<file path="config.mk">
export PLATFORM = sky130hd
export DESIGN_NAME = adc_smoother_flat
export DESIGN_NICKNAME = d
export VERILOG_FILES = /design/src/rtl/adc_smoother_if.sv /design/src/rtl/adc_smoother.sv /design/src/flat_wrapper.sv
export SDC_FILE = /design/constraint.sdc
export NUM_CORES = 1
export LEC_CHECK = 0
export ABC_AREA = 1
export BUFFER_PORTS_ARGS = -buffer_cell sky130_fd_sc_hd__buf_2
export CELL_PAD_IN_SITES_DETAIL_PLACEMENT = 1
export CELL_PAD_IN_SITES_GLOBAL_PLACEMENT = 1
export CORE_MARGIN = 3
export CORE_UTILIZATION = 48
export CTS_BUF_LIST = sky130_fd_sc_hd__clkbuf_16
export CTS_CLUSTER_DIAMETER = 60
export DETAILED_ROUTE_END_ITERATION = 7
export PLACE_DENSITY = 0.76
export SLEW_MARGIN = 20
export SYNTH_ARGS = -nofsm -noshare
export SYNTH_HDL_FRONTEND = slang
export SYNTH_SLANG_ARGS = --single-unit
</file>
<file path="constraint.sdc">
create_clock -name Clock_qsys -period 5.1 [get_ports Clock_qsys]
set_clock_uncertainty 0.2 [all_clocks]
set_input_delay 0.51 -clock Clock_qsys [delete_from_list [all_inputs] [get_ports Clock_qsys]]
set_output_delay 0.51 -clock Clock_qsys [all_outputs]
set_load 0.02 [all_outputs]
</file>
<file path="src/rtl/adc_smoother_if.sv">
// Event handshake between adc_smoother (master) and its consumer (slave).
// An event transfers on a rising edge where EventValid && EventReady; while EventValid is high and EventReady low, EventChannel/EventValue hold.
interface adc_smoother_if;
    logic        EventValid;
    logic [3:0]  EventChannel;
    logic [11:0] EventValue;
    logic        EventReady;

    modport master (output EventValid, output EventChannel, output EventValue, input EventReady);
    modport slave  (input EventValid, input EventChannel, input EventValue, output EventReady);
endinterface

</file>
<file path="src/rtl/adc_smoother.sv">
// Nine-channel EMA smoother: on Tick, snapshots the raw inputs, filters each channel in turn and emits change events.
// Define ADC_SMOOTH_HYST_EN to apply the DEADBAND threshold; otherwise any change of the filtered value is an event.
module adc_smoother #(
    parameter int SHIFT    = 3,
    parameter int DEADBAND = 8
) (
    input  logic                 Clock_qsys,
    input  logic                 Reset,
    input  logic [11:0]          AdcValue00,
    input  logic [11:0]          AdcValue01,
    input  logic [11:0]          AdcValue02,
    input  logic [11:0]          AdcValue03,
    input  logic [11:0]          AdcValue04,
    input  logic [11:0]          AdcValue05,
    input  logic [11:0]          AdcValue06,
    input  logic [11:0]          AdcValue07,
    input  logic [11:0]          AdcValue08,
    input  logic                 Tick,
    adc_smoother_if.master       eventBus,
    output logic                 Busy,
    output logic                 Overrun,
    output logic [2:0]           DebugState
);
    localparam int AW = 12 + SHIFT;

    typedef enum logic [2:0] {IDLE, LOAD, FILTER, COMPARE, EMIT} stateE;

    stateE         state, stateNext;
    logic [11:0]   rawIn [9];
    logic [11:0]   snap [9];
    logic [AW-1:0] acc [9];
    logic [11:0]   last [9];
    logic [3:0]    ch;
    logic          primed;
    logic [11:0]   xReg;
    logic [AW-1:0] accReg;
    logic [AW:0]   accSum;
    logic [AW-1:0] accNew;
    logic [11:0]   filt;
    logic          emitNeeded;
    logic          advance;
    logic          lastCh;

    assign rawIn[0] = AdcValue00;
    assign rawIn[1] = AdcValue01;
    assign rawIn[2] = AdcValue02;
    assign rawIn[3] = AdcValue03;
    assign rawIn[4] = AdcValue04;
    assign rawIn[5] = AdcValue05;
    assign rawIn[6] = AdcValue06;
    assign rawIn[7] = AdcValue07;
    assign rawIn[8] = AdcValue08;

    // One extra bit covers acc + x before the decay term is removed; the result always fits AW bits.
    assign accSum = (AW+1)'(accReg) - (AW+1)'(accReg >> SHIFT) + (AW+1)'(xReg);
    assign accNew = primed ? accSum[AW-1:0] : (AW'(xReg) << SHIFT);
    assign filt   = accReg[AW-1:SHIFT];
    assign lastCh = (ch == 4'd8);

`ifdef ADC_SMOOTH_HYST_EN
    logic [11:0] diff;
    assign diff       = (filt >= last[ch]) ? (filt - last[ch]) : (last[ch] - filt);
    assign emitNeeded = !primed || (int'(diff) >= DEADBAND);
`else
    assign emitNeeded = !primed || (filt != last[ch]);
`endif

    always_comb begin
        stateNext = state;
        advance   = 1'b0;
        case (state)
            IDLE:    if (Tick) stateNext = LOAD;
            LOAD:    stateNext = FILTER;
            FILTER:  stateNext = COMPARE;
            COMPARE: begin
                if (emitNeeded) begin
                    stateNext = EMIT;
                end else begin
                    advance   = 1'b1;
                    stateNext = lastCh ? IDLE : LOAD;
                end
            end
            EMIT: begin
                if (eventBus.EventReady) begin
                    advance   = 1'b1;
                    stateNext = lastCh ? IDLE : LOAD;
                end
            end
            default: stateNext = IDLE;
        endcase
    end

    always_ff @(posedge Clock_qsys) begin
        if (Reset) begin
            state                 <= IDLE;
            ch                    <= 4'd0;
            primed                <= 1'b0;
            Overrun               <= 1'b0;
            xReg                  <= '0;
            accReg                <= '0;
            eventBus.EventChannel <= 4'd0;
            eventBus.EventValue   <= 12'd0;
            for (int i = 0; i < 9; i++) begin
                snap[i] <= '0;
                acc[i]  <= '0;
                last[i] <= '0;
            end
        end else begin
            state <= stateNext;
            if (Tick && state == IDLE) begin
                for (int i = 0; i < 9; i++) snap[i] <= rawIn[i];
                ch <= 4'd0;
            end
            if (Tick && state != IDLE) Overrun <= 1'b1;
            if (state == LOAD) begin
                xReg   <= snap[ch];
                accReg <= acc[ch];
            end
            if (state == FILTER) begin
                acc[ch] <= accNew;
                accReg  <= accNew;
            end
            if (state == COMPARE && emitNeeded) begin
                eventBus.EventChannel <= ch;
                eventBus.EventValue   <= filt;
            end
            if (state == EMIT && eventBus.EventReady) last[ch] <= filt;
            if (advance) begin
                if (lastCh) begin
                    primed <= 1'b1;
                    ch     <= 4'd0;
                end else begin
                    ch <= ch + 4'd1;
                end
            end
        end
    end

    assign eventBus.EventValid = (state == EMIT);
    assign Busy                = (state != IDLE);
    assign DebugState          = state;
endmodule
</file>
<file path="src/flat_wrapper.sv">
// flat-port wrapper written by rule: the top's interface ports become plain ports
module adc_smoother_flat 
#(
    parameter int SHIFT    = 3,
    parameter int DEADBAND = 8
)
  (Clock_qsys, Reset, AdcValue00, AdcValue01, AdcValue02, AdcValue03, AdcValue04, AdcValue05, AdcValue06, AdcValue07, AdcValue08, Tick, Busy, Overrun, DebugState, eventBus_EventValid, eventBus_EventChannel, eventBus_EventValue, eventBus_EventReady);
  adc_smoother_if eventBus_i ();
  input  logic Clock_qsys;
  input  logic Reset;
  input  logic [11:0] AdcValue00;
  input  logic [11:0] AdcValue01;
  input  logic [11:0] AdcValue02;
  input  logic [11:0] AdcValue03;
  input  logic [11:0] AdcValue04;
  input  logic [11:0] AdcValue05;
  input  logic [11:0] AdcValue06;
  input  logic [11:0] AdcValue07;
  input  logic [11:0] AdcValue08;
  input  logic Tick;
  output logic Busy;
  output logic Overrun;
  output logic [2:0] DebugState;
  output wire logic [$bits(eventBus_i.EventValid)-1:0] eventBus_EventValid;
  output wire logic [$bits(eventBus_i.EventChannel)-1:0] eventBus_EventChannel;
  output wire logic [$bits(eventBus_i.EventValue)-1:0] eventBus_EventValue;
  input wire logic [$bits(eventBus_i.EventReady)-1:0] eventBus_EventReady;
  assign eventBus_EventValid = eventBus_i.EventValid;
  assign eventBus_EventChannel = eventBus_i.EventChannel;
  assign eventBus_EventValue = eventBus_i.EventValue;
  assign eventBus_i.EventReady = eventBus_EventReady;
  adc_smoother #(.SHIFT(SHIFT), .DEADBAND(DEADBAND)) u_core (.Clock_qsys(Clock_qsys), .Reset(Reset), .AdcValue00(AdcValue00), .AdcValue01(AdcValue01), .AdcValue02(AdcValue02), .AdcValue03(AdcValue03), .AdcValue04(AdcValue04), .AdcValue05(AdcValue05), .AdcValue06(AdcValue06), .AdcValue07(AdcValue07), .AdcValue08(AdcValue08), .Tick(Tick), .eventBus(eventBus_i), .Busy(Busy), .Overrun(Overrun), .DebugState(DebugState));
endmodule
</file>
==> impl_metrics.tcl, run 1 <==
set metrics [dict create \
    run_status "finished clean" \
    cp_max_fanout 12 \
    die_area_um2 59100 \
    power_per_cell_area_nw_per_um2 384 \
    power.share.switching_pct 27.4 \
    leakagePower_nw 12.8 \
    cp_data_required_time_ns 5.46 \
    post-route-min-period_ns 4.41 \
    max_cap_viol_count 0 \
    final_hpwl_dp_mm 57.5 \
    cts_buffers 61 \
    ys_async_sr_fraction_pct 0 \
    cts_max_level 2 \
    synth_seq_cells 596 \
    grt_max_degree 109 \
    pwr-share-comb_pct 14.4 \
    timing.critical_path.cells "inv_1 > fa_1 > inv_1 > ha_1 > nand2_1 > inv_1 > a21oi_1 > nand3b_1 > nand2_1 > nand2_1 > nand3_1 > o21ai_0 > clkinv_1 > nand2_1 > o311ai_0 > inv_1" \
    timing.critical_path.buf_inv 5 \
    number_of_buffers_inserted_for_hold_repair_after_clock_tree_synthesis 64 \
    overall_routed_net_length_mm 94.2 \
    grtUsageTotal_pct 31.6 \
    max_clock_buf_depth 3 \
    clock_latency_ns 0.63 \
    post_synth_instance_area_um2 27000 \
    postCtsSetupBuffers 0 \
    post_route_cell_area_um2 31300 \
    gp_congestion 0.920 \
    worst_path_dominant_cell_family "buffers and inverters" \
    post-route-period-util_pct 86.5 \
    grt_first_pass_wirelength_mm 141 \
    route.detailed.vias_per_inst 5.77 \
    endpoint_kind "flip-flop" \
    synthesis.instances 2775 \
    tightestPinTransition_ns 1.14 \
    design.portCount 134 \
    area.growth.synth_to_final_pct 16.1 \
    mostFrequentLayoutCells "sky130_fd_sc_hd__nor2_1, sky130_fd_sc_hd__edfxtp_1, sky130_fd_sc_hd__nand2_1" \
    timing_max_transition_violations_final 0 \
    height_of_the_die_um 243 \
    route.detailed.drc 0 \
    final_net_count 3092 \
    drtAntennaViolNets 0 \
    fraction_of_final_layout_cells_with_drive_strength_greater_than_1_pct 11.2 \
    via_count 21600 \
    floorplan.core_area_um2 55400 \
    fmax_mhz 227 \
    num-fill-cells 6174 \
    synth_area_leader_cell "sky130_fd_sc_hd__edfxtp_1" \
    number_of_global_route_vias_before_repair 23200 \
    proportion_of_synthesized_chip_area_in_sequential_cells_pct 64.2 \
    min-delay-path-class "in2reg" \
    edff_count_synth 540 \
    detailed_place.area_um2 28700 \
    timing.final.hold_violations 0 \
    setup-tns-final_ns 0 \
    rows 86 \
    initial_drc_count 2013 \
    gr-total-overflow 0 \
    arrival_ns 4.77 \
    yosys.area.top_type_share_pct 60.1 \
    unrepaired_setup_endpoints_after_global_routing "false" \
    setup_viol 0 \
    floorplan.die.width_um 243 \
    cts_tree "done" \
    vdd_drop_max_mv 0.304 \
    syn_avg_cell_area_um2 9.73 \
    clkTransAtPathRegs_ns 0.07 \
    antenna_violations_before_repair 5 \
    post_synth_main_area_contributors "sky130_fd_sc_hd__edfxtp_1, sky130_fd_sc_hd__nor2_1, sky130_fd_sc_hd__nand2_1" \
    synth_top_flop_cell "sky130_fd_sc_hd__edfxtp_1" \
    yosys_warnings 0 \
    initial_core_util_pct 48.7 \
    cts_resized 0 \
    clock_root_cell "sky130_fd_sc_hd__clkbuf_16" \
    synthesis.nets 2918 \
    int_pwr_mw 8.74 \
    sequentialPowerShare_pct 47.5 \
    final_common_cell "sky130_fd_sc_hd__nor2_1" \
    clockPowerShare_pct 38.1 \
    port_buffers 133 \
    type_of_the_setup_path_with_the_least_slack "reg2reg" \
    drt-pass1-iter-count 5 \
    synth.distinct_cells 38 \
    max_slew_margin_pct 23.7 \
    critPathSlowestCell "sky130_fd_sc_hd__fa_1" \
    p_switching_mw 3.30 \
    slowest_stage_delay_cp_ns 0.64 \
    tritoncts_num_sinks 596 \
    avgRoutedWirePerCell_um 25.1 \
    timing.critical_path.from_type "flip-flop" \
]
## Yosys cell counts, types with 5 or more instances
library cell and n:
sky130_fd_sc_hd__buf_2 26, sky130_fd_sc_hd__buf_4 8, sky130_fd_sc_hd__xor2_1 7, sky130_fd_sc_hd__edfxtp_1 540, sky130_fd_sc_hd__buf_1 10, sky130_fd_sc_hd__nor2_1 577
sky130_fd_sc_hd__dfxtp_1 56, sky130_fd_sc_hd__inv_1 299, sky130_fd_sc_hd__nand2_1 485, sky130_fd_sc_hd__nand3_1 158, sky130_fd_sc_hd__clkbuf_1 122, sky130_fd_sc_hd__a21oi_1 73
sky130_fd_sc_hd__o22ai_1 81, sky130_fd_sc_hd__o21ai_0 203, sky130_fd_sc_hd__clkinv_1 9, sky130_fd_sc_hd__o211ai_1 22, sky130_fd_sc_hd__fa_1 12, sky130_fd_sc_hd__nand4_1 14
sky130_fd_sc_hd__a41oi_1 5, sky130_fd_sc_hd__nor3_1 19, sky130_fd_sc_hd__ha_1 19
## worst register-to-register path: stages (launching register included)
cell,delay (ns)
sky130_fd_sc_hd__dfxtp_1,0.55
sky130_fd_sc_hd__inv_1,0.34
sky130_fd_sc_hd__fa_1,0.65
sky130_fd_sc_hd__inv_1,0.06
sky130_fd_sc_hd__ha_1,0.33
sky130_fd_sc_hd__nand2_1,0.10
sky130_fd_sc_hd__inv_1,0.04
sky130_fd_sc_hd__a21oi_1,0.33
sky130_fd_sc_hd__nand3b_1,0.16
sky130_fd_sc_hd__nand2_1,0.07
sky130_fd_sc_hd__nand2_1,0.07
sky130_fd_sc_hd__nand3_1,0.07
sky130_fd_sc_hd__o21ai_0,0.41
sky130_fd_sc_hd__clkinv_1,0.58
sky130_fd_sc_hd__nand2_1,0.18
sky130_fd_sc_hd__o311ai_0,0.14
sky130_fd_sc_hd__inv_1,0.08
## routing by layer
layer,track usage [%],wire (um)
met5,0,0
met1,38.6,35900
met4,15.9,5100
met2,54.5,47100
met3,5.06,6120
## power groups by stage
stage	clock network, mW	registers, mW	logic [mW]
floorplan	0	5.79	1.00
global placement	0	5.79	1.60
detailed placement	0	5.81	1.64
CTS	4.59	5.71	1.69
global route	4.80	5.73	1.90
finish	4.59	5.72	1.73
## registers in the layout, summed over array words and instances (netlist names), 3 cells and up, named ones only
name / count
u_core.xReg: 12
u_core.eventBus.EventChannel: 4
u_core.last: 192
u_core.acc: 240
u_core.accReg: 15
u_core.snap: 108
u_core.ch: 4
u_core.eventBus.EventValue: 12
u_core.DebugState: 3
## metrics by stage
step	setup slack, ns	power [mW]	cells	util (%)	hold slack, ns
finish	0.690	12.0	3752	56.6	0.00242
global route	0.382	12.4	3752	56.6	0.0121
CTS	0.801	12.0	3748	56.5	0.000330
detailed placement	0.872	7.45	3570	51.7	0.252
global placement	1.13	7.40	3570	51.7	0.246
floorplan	0.786	6.80	2775	-	0.267
## area by class of cell
type / count / area [um^2] / area share [%]
flip-flops and latches: 596 / 17300 / 55.3
multi-input cells: 1702 / 7920 / 25.3
repair buffers: 278 / 1940 / 6.19
clock buffers: 64 / 1600 / 5.11
inverters: 310 / 1170 / 3.72
well taps: 748 / 936 / 2.99
clock inverters: 50 / 423 / 1.35
diodes: 4 / 10.0 / 0.0319
## cell families (layout without fill, tap and decap cells)
group,Yosys count,count (layout),share of synthesized area [%]
AOI/OAI and AO/OA,399,399,8.18
xor gates and xnor gates,10,10,0.324
adders and majority gates,31,31,1.77
buffers and inverters,477,702,6.89
DFF,596,596,64.2
other,0,4,0
and+or+nand+nor,1262,1262,18.6
## worst paths after layout
check / startpoint / end / slack [ns] / cells after the start
worst max-delay path: u_core.accReg[3] / u_core.accReg[13] / 0.69 / 16
worst min-delay path: AdcValue05[9] / u_core.snap[5][9] / 0.002 / 3
worst max register to register: u_core.accReg[3] / u_core.accReg[13] / 0.69 / 16
worst min register to register: u_core.eventBus.EventValue[6] / u_core.eventBus.EventValue[6] / 0.28 / 2
(Power assumes the default switching activity.)
==> run 2: changes to the inputs <==
--- a/config.mk
+++ b/config.mk
@@ -9,12 +9,13 @@
 export BUFFER_PORTS_ARGS = -buffer_cell sky130_fd_sc_hd__buf_2
 export CELL_PAD_IN_SITES_DETAIL_PLACEMENT = 1
 export CELL_PAD_IN_SITES_GLOBAL_PLACEMENT = 1
+export CORE_ASPECT_RATIO = 1.25
 export CORE_MARGIN = 3
 export CORE_UTILIZATION = 48
-export CTS_BUF_LIST = sky130_fd_sc_hd__clkbuf_16
 export CTS_CLUSTER_DIAMETER = 60
 export DETAILED_ROUTE_END_ITERATION = 7
 export PLACE_DENSITY = 0.76
+export RECOVER_POWER = 50
 export SLEW_MARGIN = 20
 export SYNTH_ARGS = -nofsm -noshare
 export SYNTH_HDL_FRONTEND = slang
==> run 2 against run 1 <==
  * The flow now finishes with violations (max-capacitance violations, max-slew violations)
  * Flip-flop and latch count did not move
  * Die area is essentially flat
  * Fmax fell by 6.0%
  * Clock power is 10% lower
  * Design area down 1.4%
  * Critical endpoint is now u_core.snap[7][1]
  * Largest power group unchanged
==> impl_metrics.tcl, run 2 (synthesis gave the netlist of run 1 again) <==
set metrics [dict create \
    worst_path_dominant_cell_family "buffers and inverters" \
    reg2reg_to "u_core.acc[7][2]" \
    grt_max_degree 121 \
    timing.critical_path.cells "clkbuf_1 > inv_1 > nand2_1 > clkbuf_2" \
    setup_viol 0 \
    gp_congestion 0.875 \
    cp_max_fanout 39 \
    setup_slack_of_the_most_critical_reg_to_reg_path_ns 0.59 \
    final_common_cell "sky130_fd_sc_hd__nor2_1" \
    grt_first_pass_wirelength_mm 140 \
    min-delay-path-class "in2reg" \
    floorplan.die.width_um 218 \
    drt-pass1-iter-count 5 \
    max_clock_buf_depth 3 \
    drtAntennaViolNets 0 \
    route.detailed.vias_per_inst 5.79 \
    cts_buffers 57 \
    timing.final.hold_violations 0 \
    unrepaired_setup_endpoints_after_global_routing "false" \
    cts_tree "done" \
    endpoint_kind "flip-flop" \
    avgRoutedWirePerCell_um 25.1 \
    gr-total-overflow 0 \
    clock_latency_ns 0.63 \
    height_of_the_die_um 271 \
    whs_endpoint "u_core.snap[4][10]" \
    total_power_mw 11.5 \
    die_area_um2 59100 \
    number_of_global_route_vias_before_repair 23200 \
    via_count 21600 \
    initial_core_util_pct 48.9 \
    area.growth.synth_to_final_pct 14.5 \
    min_delay_path_depth 3 \
    largest_register_ffs 240 \
    clock_root_cell "sky130_fd_sc_hd__clkbuf_16" \
    vdd_drop_max_mv 0.256 \
    max_slew_margin_pct -34.9 \
    mostFrequentLayoutCells "sky130_fd_sc_hd__nor2_1, sky130_fd_sc_hd__edfxtp_1, sky130_fd_sc_hd__nand2_1" \
    fmax_mhz 213 \
    grtUsageTotal_pct 31.6 \
    post-route-period-util_pct 92.0 \
    failing_checks "max-capacitance violations, max-slew violations" \
    cts_max_level 2 \
    slowest_stage_delay_cp_ns 1.55 \
    register_bank_with_the_most_flops "u_core.acc" \
    overall_routed_net_length_mm 93.9 \
    fraction_of_final_layout_cells_with_drive_strength_greater_than_1_pct 8.90 \
    power_per_cell_area_nw_per_um2 374 \
    hold_path_startpoint "AdcValue04[10]" \
    floorplan.core_area_um2 55300 \
    timing_max_transition_violations_final 157 \
    rows 96 \
    type_of_the_setup_path_with_the_least_slack "in2reg" \
    tritoncts_num_sinks 596 \
    cp_num_cells 4 \
    timing.critical_path.from_type "input pin" \
    arrival_ns 4.74 \
    max_cap_viol_count 4 \
    run_status "finished with violations" \
    cp_data_required_time_ns 5.15 \
    clkTransAtPathRegs_ns 0.06 \
    final_hpwl_dp_mm 57.8 \
    timing.critical_path.buf_inv 3 \
    antenna_violations_before_repair 3 \
    port_buffers 133 \
    reg.largest.list "u_core.acc x240, u_core.last x192, u_core.snap x108" \
    route.detailed.drc 0 \
    tightestPinTransition_ns 2.02 \
    final_net_count 3095 \
    post-route-min-period_ns 4.69 \
    critical_path.reg2reg.startpoint "u_core.DebugState[2]" \
    critPathSlowestCell "sky130_fd_sc_hd__nand2_1" \
    setup-tns-final_ns 0 \
    initial_drc_count 1880 \
    leakagePower_nw 12.4 \
    design.portCount 134 \
    ff2ff_path_depth 10 \
]
run 2: cell types whose count changed in the layout (fill, tap and decap cells not counted), sizes merged:
cell / delta
buf: -50
bufinv: -4
clkbuf: +62
clkinv: +3
clkinvlp: +2
diode: -2
dlygate4sd3: +2
inv: -15
run 2: tightest hold or removal path, delay by kind of cell:
family	cells	cell delay [ns]
buf+inv	2	0.11
simple gates	1	0.10
run 2: per-layer routing:
layer  vias to the layer above  global-route usage, %  wire [um]
met5                         -                      0         11
met4                         2                   19.0       6230
met3                       310                   5.27       6210
met2                       862                   55.3      48000
met1                     10900                   36.1      33500
li1                       9582                      -          -
run 2: what timing repair did:
| item | in CTS | in global routing |
|---|---|---|
| setup buffers | 0 | 0 |
| resized for setup | 0 | 0 |
| hold endpoints to repair | 66 | 0 |
| hold buffers | 66 | 0 |
run 2: stage by stage:
stage	cells	cell area [um^2]	setup WS, ns	hold slack, ns	utilization [%]
6_report	3737	30900	0.408	0.0261	55.9
5_1_grt	3737	30900	0.236	0.0167	55.9
4_1_cts	3735	31100	0.604	0.0000219	56.3
3_5_place_dp	3562	28700	0.646	0.264	51.9
3_3_place_gp	3562	28700	0.823	0.246	51.9
2_1_floorplan	2775	27000	0.786	0.267	-
run 2: worst max-delay path by stage:
stage,start,to,slack (ns)
2_1_floorplan,Reset,u_core.snap[0][0],0.79
4_1_cts,u_core.accReg[3],u_core.accReg[8],0.60
5_1_grt,u_core.accReg[10],u_core.accReg[13],0.24
3_5_place_dp,u_core.accReg[3],u_core.accReg[8],0.65
6_report,Reset,u_core.snap[7][1],0.41
3_3_place_gp,u_core.accReg[10],u_core.accReg[13],0.82
run 2: final cells by class:
type | count | area [um^2]
clock buffer | 71 | 1510
antenna | 2 | 5.00
tap | 735 | 920
inverter | 310 | 1170
sequential | 596 | 17300
timing repair buffer | 285 | 1860
multi-input combinational | 1702 | 7840
fill | 6251 | 24400
clock inverter | 36 | 255
run 2: where the power goes:
group          internal, mW  switching (mW)
clock                  2.25            1.87
combinational         0.521            1.18
sequential             5.60           0.129
==> run 3: changes to the inputs <==
==> constraint.sdc (replaced) <==
create_clock -name Clock_qsys -period 5 [get_ports Clock_qsys]
set_clock_uncertainty 0.2 [all_clocks]
set_input_delay 0.75 -clock Clock_qsys [delete_from_list [all_inputs] [get_ports Clock_qsys]]
set_output_delay 0.75 -clock Clock_qsys [all_outputs]
set_load 0.02 [all_outputs]
==> run 3 against run 2 <==
  * Sequential power rose by 2%
  * Combinational power fell by 4%
  * The flow still finishes with violations (max-capacitance violations, max-slew violations)
  * Wire length down 7.5%
  * Global-route usage fell by 2.5 points
  * Core utilization is 1.2 points lower
  * Sequential share of layout area grew 1.2 points
  * Total power increased by 2.1%
==> impl_metrics.tcl, run 3 (synthesis gave the netlist of run 1 again) <==
set metrics [dict create \
    run_status "finished with violations" \
    failing_checks "max-capacitance violations, max-slew violations" \
    tritoncts_num_sinks 596 \
    cts_buffers 58 \
    via_count 20700 \
    port_buffers 133 \
    floorplan.core_area_um2 55300 \
    die_area_um2 59100 \
    power.share.switching_pct 26.6 \
    timing.critical_path.cells "inv_4 > ha_1 > inv_1 > nor2_1 > nand2_1 > clkbuf_1 > nand2_1" \
    rows 96 \
    post-route-period-util_pct 92.7 \
    grt_max_degree 170 \
    int_pwr_mw 8.65 \
    cts_max_level 2 \
    overall_routed_net_length_mm 86.9 \
    design.portCount 134 \
    register_bank_with_the_most_flops "u_core.acc" \
    area.growth.synth_to_final_pct 12.1 \
    slowest_stage_delay_cp_ns 1.55 \
    clockPowerShare_pct 36.8 \
    critPathSlowestCell "sky130_fd_sc_hd__dfxtp_1" \
    final_net_count 3019 \
    clkTransAtPathRegs_ns 0.07 \
    fraction_of_final_layout_cells_with_drive_strength_greater_than_1_pct 8.99 \
    avgRoutedWirePerCell_um 23.7 \
    unrepaired_setup_endpoints_after_global_routing "false" \
    cp_max_fanout 41 \
    number_of_buffers_inserted_for_hold_repair_after_clock_tree_synthesis 0 \
    cts_resized 0 \
    drtAntennaViolNets 0 \
    endpoint_kind "flip-flop" \
    num_antenna_cells 0 \
    placed_cells 3551 \
    final_common_cell "sky130_fd_sc_hd__nor2_1" \
    gr-total-overflow 0 \
    max_cap_viol_count 3 \
    grtUsageTotal_pct 29.1 \
    type_of_the_setup_path_with_the_least_slack "reg2reg" \
    min-delay-path-class "in2reg" \
    route.detailed.vias_per_inst 5.64 \
    min_delay_path_depth 3 \
    largest_register_ffs 240 \
    grt_first_pass_wirelength_mm 130 \
    num-fill-cells 6259 \
    fmax_mhz 216 \
    clock_root_cell "sky130_fd_sc_hd__clkbuf_16" \
    timing_max_transition_violations_final 132 \
    drt-pass1-iter-count 5 \
    max_slew_margin_pct -46.9 \
    timing.critical_path.from_type "flip-flop" \
    floorplan.die.width_um 218 \
    postCtsSetupBuffers 0 \
    initial_drc_count 1760 \
    mostFrequentLayoutCells "sky130_fd_sc_hd__nor2_1, sky130_fd_sc_hd__edfxtp_1, sky130_fd_sc_hd__nand2_1" \
    pwr-share-comb_pct 13.8 \
    p_switching_mw 3.14 \
    number_of_global_route_vias_before_repair 21900 \
    initial_core_util_pct 48.9 \
    sequentialPowerShare_pct 49.4 \
    max_clock_buf_depth 3 \
    cts_tree "done" \
    reg.largest.list "u_core.acc x240, u_core.last x192, u_core.snap x108" \
    route.detailed.drc 0 \
    post-route-min-period_ns 4.63 \
    antenna_violations_before_repair 0 \
    setup-tns-final_ns 0 \
    arrival_ns 4.59 \
    cp_common_cell "sky130_fd_sc_hd__nand2_1" \
    power_per_cell_area_nw_per_um2 390 \
    gp_congestion 0.936 \
    leakagePower_nw 12.1 \
    ff2ff_path_depth 7 \
    vdd_drop_max_mv 0.300 \
    tightestPinTransition_ns 2.20 \
    stdcell_count 3660 \
    cp_data_required_time_ns 4.96 \
    timing.final.hold_violations 0 \
    clock_latency_ns 0.62 \
    setup_viol 0 \
    final_hpwl_dp_mm 56.9 \
    final_core_util_pct 54.8 \
    height_of_the_die_um 271 \
]
==> run 3: cell type report <==
cell class	count	area, um^2	share of cell area, %
clock buffer	84	1650	5.46
tap	735	920	3.04
inverter	310	1170	3.86
timing repair buffer	208	1150	3.79
sequential	596	17300	57.3
multi-input combinational	1702	7830	25.9
clock inverter	25	205	0.678
==> run 3: path summary, 6_finish.rpt <==
check	startpoint	to	slack, ns
min reg2reg	u_core.eventBus.EventValue[8]	u_core.eventBus.EventValue[8]	0.27
min	AdcValue01[8]	u_core.snap[1][8]	0.23
max	u_core.ch[0]	u_core.acc[4][14]	0.37
max reg2reg	u_core.ch[0]	u_core.acc[4][14]	0.37
==> run 3: metal layers <==
layer  routed length, um  part of all wire, %  vias up  track usage [%]
li1                    -                    -     9432                -
met4                4060                  4.7        0             12.4
met5                   0                    0        -                0
met3                4110                  4.7      186             3.76
met1               33500                   39    10400             35.3
met2               45200                   52      590             52.0
==> run 3: power by group through the flow <==
| stage | clock network (mW) | registers, mW | logic (mW) |
|---|---|---|---|
| 2_1_floorplan | 0 | 5.91 | 1.02 |
| 3_3_place_gp | 0 | 5.91 | 1.59 |
| 3_5_place_dp | 0 | 5.92 | 1.62 |
| 4_1_cts | 4.38 | 5.82 | 1.63 |
| 5_1_grt | 4.58 | 5.84 | 1.82 |
| 6_report | 4.34 | 5.82 | 1.63 |
==> run 3: stage by stage <==
step	power [mW]	worst slack (ns)	hold slack (ns)	instance area, um^2
floorplan	6.93	0.446	0.267	27000
global placement	7.50	0.931	0.249	28600
detailed placement	7.54	0.766	0.258	28600
CTS	11.8	0.701	0.203	30500
global route	12.2	0.195	0.224	30300
finish	11.8	0.367	0.230	30300
==> run 3: worst max-delay path: cells and delay by family, from the launching register on <==
family,cells,cell delay (ns)
flip-flops,1,1.55
buffers and inverters,3,1.06
AND/OR/NAND/NOR,3,1.07
adder cells (fa/ha/maj),1,0.28
